**config.mk**
```make
export PLATFORM = sky130hd
export DESIGN_NAME = pcs_tx_gearbox_ctrl_flat
export DESIGN_NICKNAME = d
export VERILOG_FILES = /design/src/rtl/pcs_tx_gearbox_ctrl_if.sv /design/src/rtl/pcs_tx_gearbox_ctrl.sv /design/src/flat_wrapper.sv
export SDC_FILE = /design/constraint.sdc
export NUM_CORES = 1
export LEC_CHECK = 0
export CAP_MARGIN = 20
export CORE_MARGIN = 2
export CORE_UTILIZATION = 43
export CTS_BUF_LIST = sky130_fd_sc_hd__clkbuf_4
export CTS_CLUSTER_SIZE = 10
export DETAILED_ROUTE_END_ITERATION = 7
export PLACE_DENSITY = 0.82
export SLEW_MARGIN = 10
export SYNTH_ARGS = -nofsm -noshare
export SYNTH_HDL_FRONTEND = slang
export SYNTH_SLANG_ARGS = --single-unit
export TNS_END_PERCENT = 50
```
**constraint.sdc**
```tcl
create_clock -name i_clk -period 3 [get_ports i_clk]
set_input_delay 0.6 -clock i_clk [delete_from_list [all_inputs] [get_ports i_clk]]
set_output_delay 0.6 -clock i_clk [all_outputs]
set_load 0.01 [all_outputs]
```
**src/rtl/pcs_tx_gearbox_ctrl_if.sv**
```systemverilog
// pcs_tx_gearbox_ctrl_if
// XGMII transmit stream from the MAC into the gearbox scheduler.
//   s_xgmii_txd   : MAC data word, lane 0 in bits [7:0]
//   s_xgmii_txc   : MAC control flags, one per lane
//   s_xgmii_valid : MAC word present
//   s_xgmii_ready : scheduler accepts the word on an edge where valid && ready
// Modports: master = MAC side, slave = scheduler side.
interface pcs_tx_gearbox_ctrl_if #(
  parameter int DATA_WIDTH = 32,
  parameter int CTRL_WIDTH = 4
);
  logic [DATA_WIDTH-1:0] s_xgmii_txd;
  logic [CTRL_WIDTH-1:0] s_xgmii_txc;
  logic                  s_xgmii_valid;
  logic                  s_xgmii_ready;

  modport master (
    output s_xgmii_txd,
    output s_xgmii_txc,
    output s_xgmii_valid,
    input  s_xgmii_ready
  );

  modport slave (
    input  s_xgmii_txd,
    input  s_xgmii_txc,
    input  s_xgmii_valid,
    output s_xgmii_ready
  );
endinterface

```
**src/rtl/pcs_tx_gearbox_ctrl.sv**
```systemverilog
// pcs_tx_gearbox_ctrl
// Transmit-side scheduler between the 32-bit XGMII MAC stream and the 64b/66b
// encoder. Inserts one gearbox pause slot every GB_PERIOD cycles, tracks the
// lower/upper half-block phase, fills idle slots with /I/, substitutes /E/ when
// the MAC underruns mid-block, and sends Local Fault ordered sets on request.
//
// Ports:
//   i_clk, i_reset_n : clock, synchronous active-low reset
//   mac              : MAC stream (slave side of pcs_tx_gearbox_ctrl_if)
//   i_tx_enable      : DATA mode when high, IDLE mode when low
//   i_send_lf        : LF mode, overrides i_tx_enable
//   o_xgmii_txd/txc  : registered word and control flags to the encoder
//   o_xgmii_valid    : encoder input valid, low only after a pause slot
//   o_xgmii_pause    : encoder stalled
//   o_word_phase     : phase of the last word output (0 lower, 1 upper)
//   o_gb_cnt         : current gearbox slot 0..GB_PERIOD-1
//   o_underrun       : one-cycle pulse when /E/ is inserted
//
// Mode FSM:
//   state     | meaning
//   MODE_IDLE | every data slot carries the idle word 0x07070707 / 0xF
//   MODE_DATA | MAC words pass through; /I/ fill when absent, /E/ on underrun
//   MODE_LF   | both halves of every block carry the Local Fault ordered set
module pcs_tx_gearbox_ctrl #(
  parameter int DATA_WIDTH = 32,
  parameter int CTRL_WIDTH = 4,
  parameter int GB_PERIOD  = 33
) (
  input  logic                  i_clk,
  input  logic                  i_reset_n,
  pcs_tx_gearbox_ctrl_if.slave  mac,
  input  logic                  i_tx_enable,
  input  logic                  i_send_lf,
  output logic [DATA_WIDTH-1:0] o_xgmii_txd,
  output logic [CTRL_WIDTH-1:0] o_xgmii_txc,
  output logic                  o_xgmii_valid,
  output logic                  o_xgmii_pause,
  output logic                  o_word_phase,
  output logic [5:0]            o_gb_cnt,
  output logic                  o_underrun
);

  localparam logic [1:0] MODE_IDLE = 2'd0;
  localparam logic [1:0] MODE_DATA = 2'd1;
  localparam logic [1:0] MODE_LF   = 2'd2;

  localparam logic [5:0] PAUSE_SLOT = 6'(GB_PERIOD - 1);

  localparam logic [DATA_WIDTH-1:0] IDLE_WORD  = DATA_WIDTH'(32'h0707_0707);
  localparam logic [DATA_WIDTH-1:0] LF_WORD    = DATA_WIDTH'(32'h0100_009C);
  localparam logic [DATA_WIDTH-1:0] ERROR_WORD = DATA_WIDTH'(32'hFEFE_FEFE);
  localparam logic [CTRL_WIDTH-1:0] CTRL_ALL   = '1;
  localparam logic [CTRL_WIDTH-1:0] CTRL_LANE0 = CTRL_WIDTH'(1);

  logic [5:0] gb_cnt;
  logic       phase;      // phase of the word produced in the current data slot
  logic [1:0] mode;       // mode latched at the last block boundary
  logic       lower_mac;  // lower word of the current block came from the MAC

  logic       is_pause;
  logic       boundary;
  logic [1:0] mode_sel;
  logic [1:0] mode_cur;

  logic [DATA_WIDTH-1:0] nxt_txd;
  logic [CTRL_WIDTH-1:0] nxt_txc;
  logic                  nxt_under;
  logic                  nxt_lower;

  assign is_pause = (gb_cnt == PAUSE_SLOT);
  assign boundary = !is_pause && !phase;

  always_comb begin
    mode_sel = MODE_IDLE;
    if (i_send_lf) begin
      mode_sel = MODE_LF;
    end else if (i_tx_enable) begin
      mode_sel = MODE_DATA;
    end
  end

  // A switch taken at this boundary already governs this slot, including ready.
  assign mode_cur = boundary ? mode_sel : mode;

  assign mac.s_xgmii_ready = i_reset_n && (mode_cur == MODE_DATA) && !is_pause;

  always_comb begin
    nxt_txd   = IDLE_WORD;
    nxt_txc   = CTRL_ALL;
    nxt_under = 1'b0;
    nxt_lower = 1'b0;
    case (mode_cur)
      MODE_LF: begin
        nxt_txd = LF_WORD;
        nxt_txc = CTRL_LANE0;
      end
      MODE_DATA: begin
        if (mac.s_xgmii_valid) begin
          nxt_txd   = mac.s_xgmii_txd;
          nxt_txc   = mac.s_xgmii_txc;
          nxt_lower = !phase;
        end else if (phase && lower_mac) begin
          // The block was opened with MAC data and cannot be closed with /I/.
          nxt_txd   = ERROR_WORD;
          nxt_under = 1'b1;
        end
      end
      default: ;
    endcase
  end

  always_ff @(posedge i_clk) begin
    if (!i_reset_n) begin
      gb_cnt        <= '0;
      phase         <= 1'b0;
      mode          <= MODE_IDLE;
      lower_mac     <= 1'b0;
      o_xgmii_txd   <= IDLE_WORD;
      o_xgmii_txc   <= CTRL_ALL;
      o_xgmii_valid <= 1'b0;
      o_xgmii_pause <= 1'b0;
      o_underrun    <= 1'b0;
      o_word_phase  <= 1'b0;
    end else begin
      gb_cnt <= is_pause ? 6'd0 : gb_cnt + 6'd1;
      if (is_pause) begin
        // txd/txc/word_phase hold so the encoder sees a stable word while stalled.
        o_xgmii_valid <= 1'b0;
        o_xgmii_pause <= 1'b1;
        o_underrun    <= 1'b0;
      end else begin
        o_xgmii_txd   <= nxt_txd;
        o_xgmii_txc   <= nxt_txc;
        o_xgmii_valid <= 1'b1;
        o_xgmii_pause <= 1'b0;
        o_underrun    <= nxt_under;
        o_word_phase  <= phase;
        phase         <= ~phase;
        mode          <= mode_cur;
        lower_mac     <= nxt_lower;
      end
    end
  end

  assign o_gb_cnt = gb_cnt;

endmodule

```
**src/flat_wrapper.sv**
```systemverilog
// flat-port wrapper written by rule: the top's interface ports become plain ports
module pcs_tx_gearbox_ctrl_flat 
#(
  parameter int DATA_WIDTH = 32,
  parameter int CTRL_WIDTH = 4,
  parameter int GB_PERIOD  = 33
)
  (i_clk, i_reset_n, i_tx_enable, i_send_lf, o_xgmii_txd, o_xgmii_txc, o_xgmii_valid, o_xgmii_pause, o_word_phase, o_gb_cnt, o_underrun, mac_s_xgmii_txd, mac_s_xgmii_txc, mac_s_xgmii_valid, mac_s_xgmii_ready);
  pcs_tx_gearbox_ctrl_if #(.DATA_WIDTH(DATA_WIDTH), .CTRL_WIDTH(CTRL_WIDTH)) mac_i ();
  input  logic i_clk;
  input  logic i_reset_n;
  input  logic i_tx_enable;
  input  logic i_send_lf;
  output logic [DATA_WIDTH-1:0] o_xgmii_txd;
  output logic [CTRL_WIDTH-1:0] o_xgmii_txc;
  output logic o_xgmii_valid;
  output logic o_xgmii_pause;
  output logic o_word_phase;
  output logic [5:0] o_gb_cnt;
  output logic o_underrun;
  input wire logic [$bits(mac_i.s_xgmii_txd)-1:0] mac_s_xgmii_txd;
  input wire logic [$bits(mac_i.s_xgmii_txc)-1:0] mac_s_xgmii_txc;
  input wire logic [$bits(mac_i.s_xgmii_valid)-1:0] mac_s_xgmii_valid;
  output wire logic [$bits(mac_i.s_xgmii_ready)-1:0] mac_s_xgmii_ready;
  assign mac_i.s_xgmii_txd = mac_s_xgmii_txd;
  assign mac_i.s_xgmii_txc = mac_s_xgmii_txc;
  assign mac_i.s_xgmii_valid = mac_s_xgmii_valid;
  assign mac_s_xgmii_ready = mac_i.s_xgmii_ready;
  pcs_tx_gearbox_ctrl #(.DATA_WIDTH(DATA_WIDTH), .CTRL_WIDTH(CTRL_WIDTH), .GB_PERIOD(GB_PERIOD)) u_core (.i_clk(i_clk), .i_reset_n(i_reset_n), .mac(mac_i), .i_tx_enable(i_tx_enable), .i_send_lf(i_send_lf), .o_xgmii_txd(o_xgmii_txd), .o_xgmii_txc(o_xgmii_txc), .o_xgmii_valid(o_xgmii_valid), .o_xgmii_pause(o_xgmii_pause), .o_word_phase(o_word_phase), .o_gb_cnt(o_gb_cnt), .o_underrun(o_underrun));
endmodule
```
Word level (Yosys, flattened, before mapping)
Cells that the tools add are included.

operators by class
  divide/modulo/power cells = 0
  reductions and logical operators = 8
  shifts and indexed selects = 0
  muxes and demuxes = 13
  multipliers = 0
  add/subtract/negate cells = 1
  eq/ne operators = 3
  bitwise logic cells = 3
  magnitude comparators = 0

operator list
  cell                 count
  $mux 32              2
  $pmux 32 s2          1
  $pmux 4 s2           1
  $add 6x1->6 const B  1
  $eq 6x6->1 const B   1
  $mux 1               6
  $logic_and 1x1->1    4
  $mux 2               2
  $mux 4               1
  $reduce_or 4->1      1
  $not 1->1            3
  $eq 2x1->1 const B   1
  $eq 2x2->1 const B   1
  $logic_not 1->1      2
  $reduce_or 2->1      1

word-level totals
  input port bits = 41
  memories kept = 0
  bits in writable memories = 0
  bits in latches = 0
  bits in read-only memories = 0
  register bits = 50
  output and inout port bits = 47
  word-level logic and storage cells = 38

Logic depth before layout (Yosys ltp)
Gate-level depths: netlist of run 1.

  word-level depth = 7
  gate-level depth with buffers = 11
  mapped depth without buffers = 10

Worst setup path before layout of run 1
Ideal clock, no wire load.

  kind = register to output
  start point = register u_core.gb_cnt[0], in the netlist u_core.o_gb_cnt[0]
  end point = output mac_s_xgmii_ready
  setup slack = 0.336 ns
  cell stages (with the launch flop) = 9
  path buffers = 1
  arrival = 2.064 ns
  required time = 2.400 ns
  cells stage by stage = dfxtp_1 inv_1 ha_1 nor4b_1 a21oi_1 mux2i_1 ha_1 clkbuf_1 and2_1

on the way
  word-level cells in the longest chain between the ends = 7

RTL lines
  element                   line                                                  text
  start: declaration        pcs_tx_gearbox_ctrl.sv:55                             logic [5:0] gb_cnt;
  start signal: assignment  pcs_tx_gearbox_ctrl.sv:125                            gb_cnt <= is_pause ? 6'd0 : gb_cnt + 6'd1;
  $eq 6x6->1 (*)            pcs_tx_gearbox_ctrl.sv:70                             assign is_pause = (gb_cnt == PAUSE_SLOT);
  $logic_not 1->1 (*)       pcs_tx_gearbox_ctrl.sv:71, pcs_tx_gearbox_ctrl.sv:85
  $logic_and 1x1->1         pcs_tx_gearbox_ctrl.sv:71                             assign boundary = !is_pause && !phase;
  $mux 2                    pcs_tx_gearbox_ctrl.sv:83                             assign mode_cur = boundary ? mode_sel : mode;
  $eq 2x1->1                pcs_tx_gearbox_ctrl.sv:85                             assign mac.s_xgmii_ready = i_reset_n && (mode_cur == MODE_DATA) && !is_pause;
  $logic_and 1x1->1         pcs_tx_gearbox_ctrl.sv:85
  $logic_and 1x1->1 (*)     pcs_tx_gearbox_ctrl.sv:85
  end: declaration          flat_wrapper.sv:24                                    output wire logic [$bits(mac_i.s_xgmii_ready)-1:0] mac_s_xgmii_ready;

Mark *: on every way between the ends. The rest lies on a longest branch, timed or not.

Worst setup path after layout of run 1
  start point = register u_core.gb_cnt[0], in the netlist u_core.o_gb_cnt[0]
  end point = register u_core.o_xgmii_txd[12]

on the way
  word-level cells in the longest chain between the ends = 6
  elaborated cells between the ends (all ways) = 7
  those cells by class = eq/ne (3); mux (2); reduce/logical (2)

RTL lines
  element                                   line                        text
  $eq 6x6->1 (*)                            pcs_tx_gearbox_ctrl.sv:70
  $logic_not 1->1                           pcs_tx_gearbox_ctrl.sv:71
  $logic_and 1x1->1                         pcs_tx_gearbox_ctrl.sv:71
  $mux 2                                    pcs_tx_gearbox_ctrl.sv:83
  $eq 2x1->1 or $eq 2x2->1 (tied branches)  pcs_tx_gearbox_ctrl.sv:92   case (mode_cur)
  $pmux 32 s2                               pcs_tx_gearbox_ctrl.sv:92
  end signal: assignment                    pcs_tx_gearbox_ctrl.sv:132  o_xgmii_txd <= nxt_txd;
  end: declaration                          pcs_tx_gearbox_ctrl.sv:34   output logic [DATA_WIDTH-1:0] o_xgmii_txd,

Marks and branches as above.
A chain may end at the register's enable or synchronous reset.

==> reports/summary.txt, run 1 <==
Status - finished clean
Gr ovfl total - 0
Final net count - 353
Synth Area in Simple Gates - 0.174
Sequential share of the synthesized area - 0.503
Skew final - 13.4 ps
Synth Area in Compound Gates - 0.219
CTS Buf Count - 5
Commonest cells after routing, fill and taps aside - clkdlybuf4s50_1 (86), dfxtp_1 (48), nor2_1 (27)
Type of origin of the critical path - flip-flop
Synth Instances - 212
Placement Setup Slack - 101 ps
Worst hold path depth - 1
Setup violations, final - 0
Antenna violations before repair - 0
Rows - 24
CTS Root Cell - clkbuf_4
Lkg Pwr - 1.19 nW
Number of global-route vias before repair - 1729
Worst Hold Path EP - u_core.o_gb_cnt[0]
Syn Area/Cell - 9.39 µm²
FF-to-FF Start - u_core.o_gb_cnt[0]
Hold WS - 440 ps
GR Util All Layers - 0.188
Final non-filler cell total - 359
Number of synthesized flops with an enable pin - 0
Final critical-path required period - 2850 ps
Number of max-cap violations - 0
Hpwl dp - 3510 µm
R2R Path End - u_core.o_xgmii_txd[12]
Vias per cell - 5.02
CTS tree - done
WL/cell - 13.7 µm
Largest net degree at the start of global routing - 25
Adder-Cell Fraction of Synth Area - 0.0251
Share of the synthesized area in the top cell type - 0.503
Hold buffer count at CTS - 0
Top post-synthesis cells by area - dfxtp_1 (50%), o21ai_0 (5.8%), a2bb2oi_1 (5.7%)
Clock tree sinks - 50
Largest fanout on the critical path - 16
CP startpoint - u_core.o_gb_cnt[0]
Max-slew headroom - 0.744
Peak supply drop - 232 µV
Area delta synth->final - 50.8%
Via count - 1802
Final worst path period share - 0.952
Commonest non-fill, non-tap cell in the layout - clkdlybuf4s50_1
Hold Fails Final Rpt - 0
XOR/XNOR Fraction of Synth Area - 0.0176
Deepest clock path buffer count - 2
Hold Startpoint - u_core.o_gb_cnt[0]
Ys async rst share - 0
Die footprint - 5190 µm²
Die Height - 72.0 µm
Die width - 72.0 µm
Reg2Reg Depth - 13
Core ar. - 4410 µm²
Setup CP Type - reg -> reg
Setup ws final - 145 ps
Leading area contributor after synthesis - dfxtp_1
DRC errors left - 0
Pin slew with the least headroom to its limit - 382 ps
Layout cell share with drive strength beyond 1 - 0.124
Achievable clock frequency - 0.350 GHz
DR pass1 iterations - 4
Largest family of logic cells by synthesized area - compound AO/OA/AOI/OAI gates
First-pass GRT wire length - 7710 µm
GP Congestion - 0.811
CP arrival - 3130 ps
Final WL - 4910 µm
Pwr/cell area - 410 nW/µm²
Aggregate negative setup slack - 0 ps
IO Pins - 88
Starting Density - 0.451
Detail Route Antenna Nets - 0
Slew Viols, Final - 0
Main synth FF type - dfxtp_1
Flops & latches, synth - 50
YS warnings - 0
Slack of the worst reg-to-reg path - 150 ps
Syn Nets - 257
Port Buf Inserts - 87
Placed Instances - 346
Mux cell area share after synthesis - 0.0101
Worst EP required - 3280 ps
Netlist cell types - 35
Register clock-pin slew on the reported worst setup and hold paths - 140 ps
1st-iter DRT viols - 50
Worst Hold Class - reg -> reg
N_diodes - 0
Total Power - 1.23 mW
H-Tree Depth - 2
Synth Cell Area - 1990 µm²
Crit. End Element - flip-flop
Clk_lat worst skew - 360 ps
## registers in the layout, summed over array words and instances, names as in the netlist
signal	count
u_core.o_xgmii_valid	1
u_core.o_xgmii_txc	4
u_core.o_xgmii_txd	32
u_core.phase	1
u_core.o_underrun	1
u_core.o_word_phase	1
u_core.lower_mac	1
u_core.mode	2
u_core.o_xgmii_pause	1
u_core.o_gb_cnt	6
## layer usage
metal / wire length [µm] / global-route usage / part of all wire
met1: 2140 / 0.221 / 0.44
met2: 2330 / 0.321 / 0.47
met3: 369 / 0.0722 / 0.075
met4: 65 / 0.0545 / 0.013
met5: 0 / 0 / 0
## cell families (layout without fill, tap and decap cells)
logic type               Yosys count  in the layout
AND/OR/NAND/NOR                   72             72
AO/OA/AOI/OAI                     61             61
flip-flops                        50             50
buffers and inverters             19            114
adder cells (fa/ha/maj)            4              4
XOR/XNOR                           4              4
multiplexers                       2              2
## stage by stage
stage / cell area (µm²) / utilization
finish: 3000 / 0.680
global route: 3000 / 0.680
CTS: 2980 / 0.675
detailed placement: 2900 / 0.656
global placement: 2900 / 0.656
floorplan: 1990 / -
## worst max-delay path: stages (launching register included)
cell	delay [ps]
dfxtp_4	380
inv_1	50
ha_1	150
nor4b_2	310
a21oi_2	140
mux2i_1	160
buf_4	150
buf_4	120
buf_4	120
buf_4	110
buf_4	120
ha_1	320
nand4b_4	380
o21ai_0	260
## report_power, final
group	internal, mW	leakage [nW]	switching, mW	total [mW]
Sequential	0.695	0.410	0.0181	0.713
Clock	0.0806	0.0246	0.193	0.273
Combinational	0.147	0.754	0.0971	0.244
## layout make-up
class | count | area, µm²
flip-flops and latches | 50 | 1010
fillers | 375 | 1410
repair buffers | 99 | 956
inverters | 9 | 36.3
clock buffers | 5 | 37.5
multi-input cells | 143 | 897
well taps | 52 | 65.1
clock inverters | 1 | 3.75
## repair_timing
item / in CTS / in global routing
gates cloned: 0 / 0
buffers inserted: 4 / 3
setup endpoints to repair: 1 / 1
pin swaps: 1 / 1
gates resized for setup: 5 / 3
## synthesized netlist by cell type, drive strengths merged, types with 3 or more instances
cell	count
clkbuf	5
nand2	26
ha	4
a221o	3
dfxtp	50
a2bb2oi	13
o21ai	34
nor3	4
a22o	3
inv	9
buf	5
and2	3
a21oi	6
nor2	28
## worst max path at each step
stage                        endpoint  slack (ps)  depth (start not counted)
2_1_floorplan       mac_s_xgmii_ready         340                          8
3_3_place_gp        mac_s_xgmii_ready         200                          8
3_5_place_dp        mac_s_xgmii_ready         100                          8
4_1_cts             mac_s_xgmii_ready          50                          9
5_1_grt        u_core.o_xgmii_txd[31]         -10                         13
6_report       u_core.o_xgmii_txd[12]         150                         13
(Power assumes the default switching activity.)
==> inputs of run 2 (changes only) <==
- CAP_MARGIN: 20 -> unset
==> results of run 2 <==
The final DEF is identical to that of run 1; final timing and power are the same.
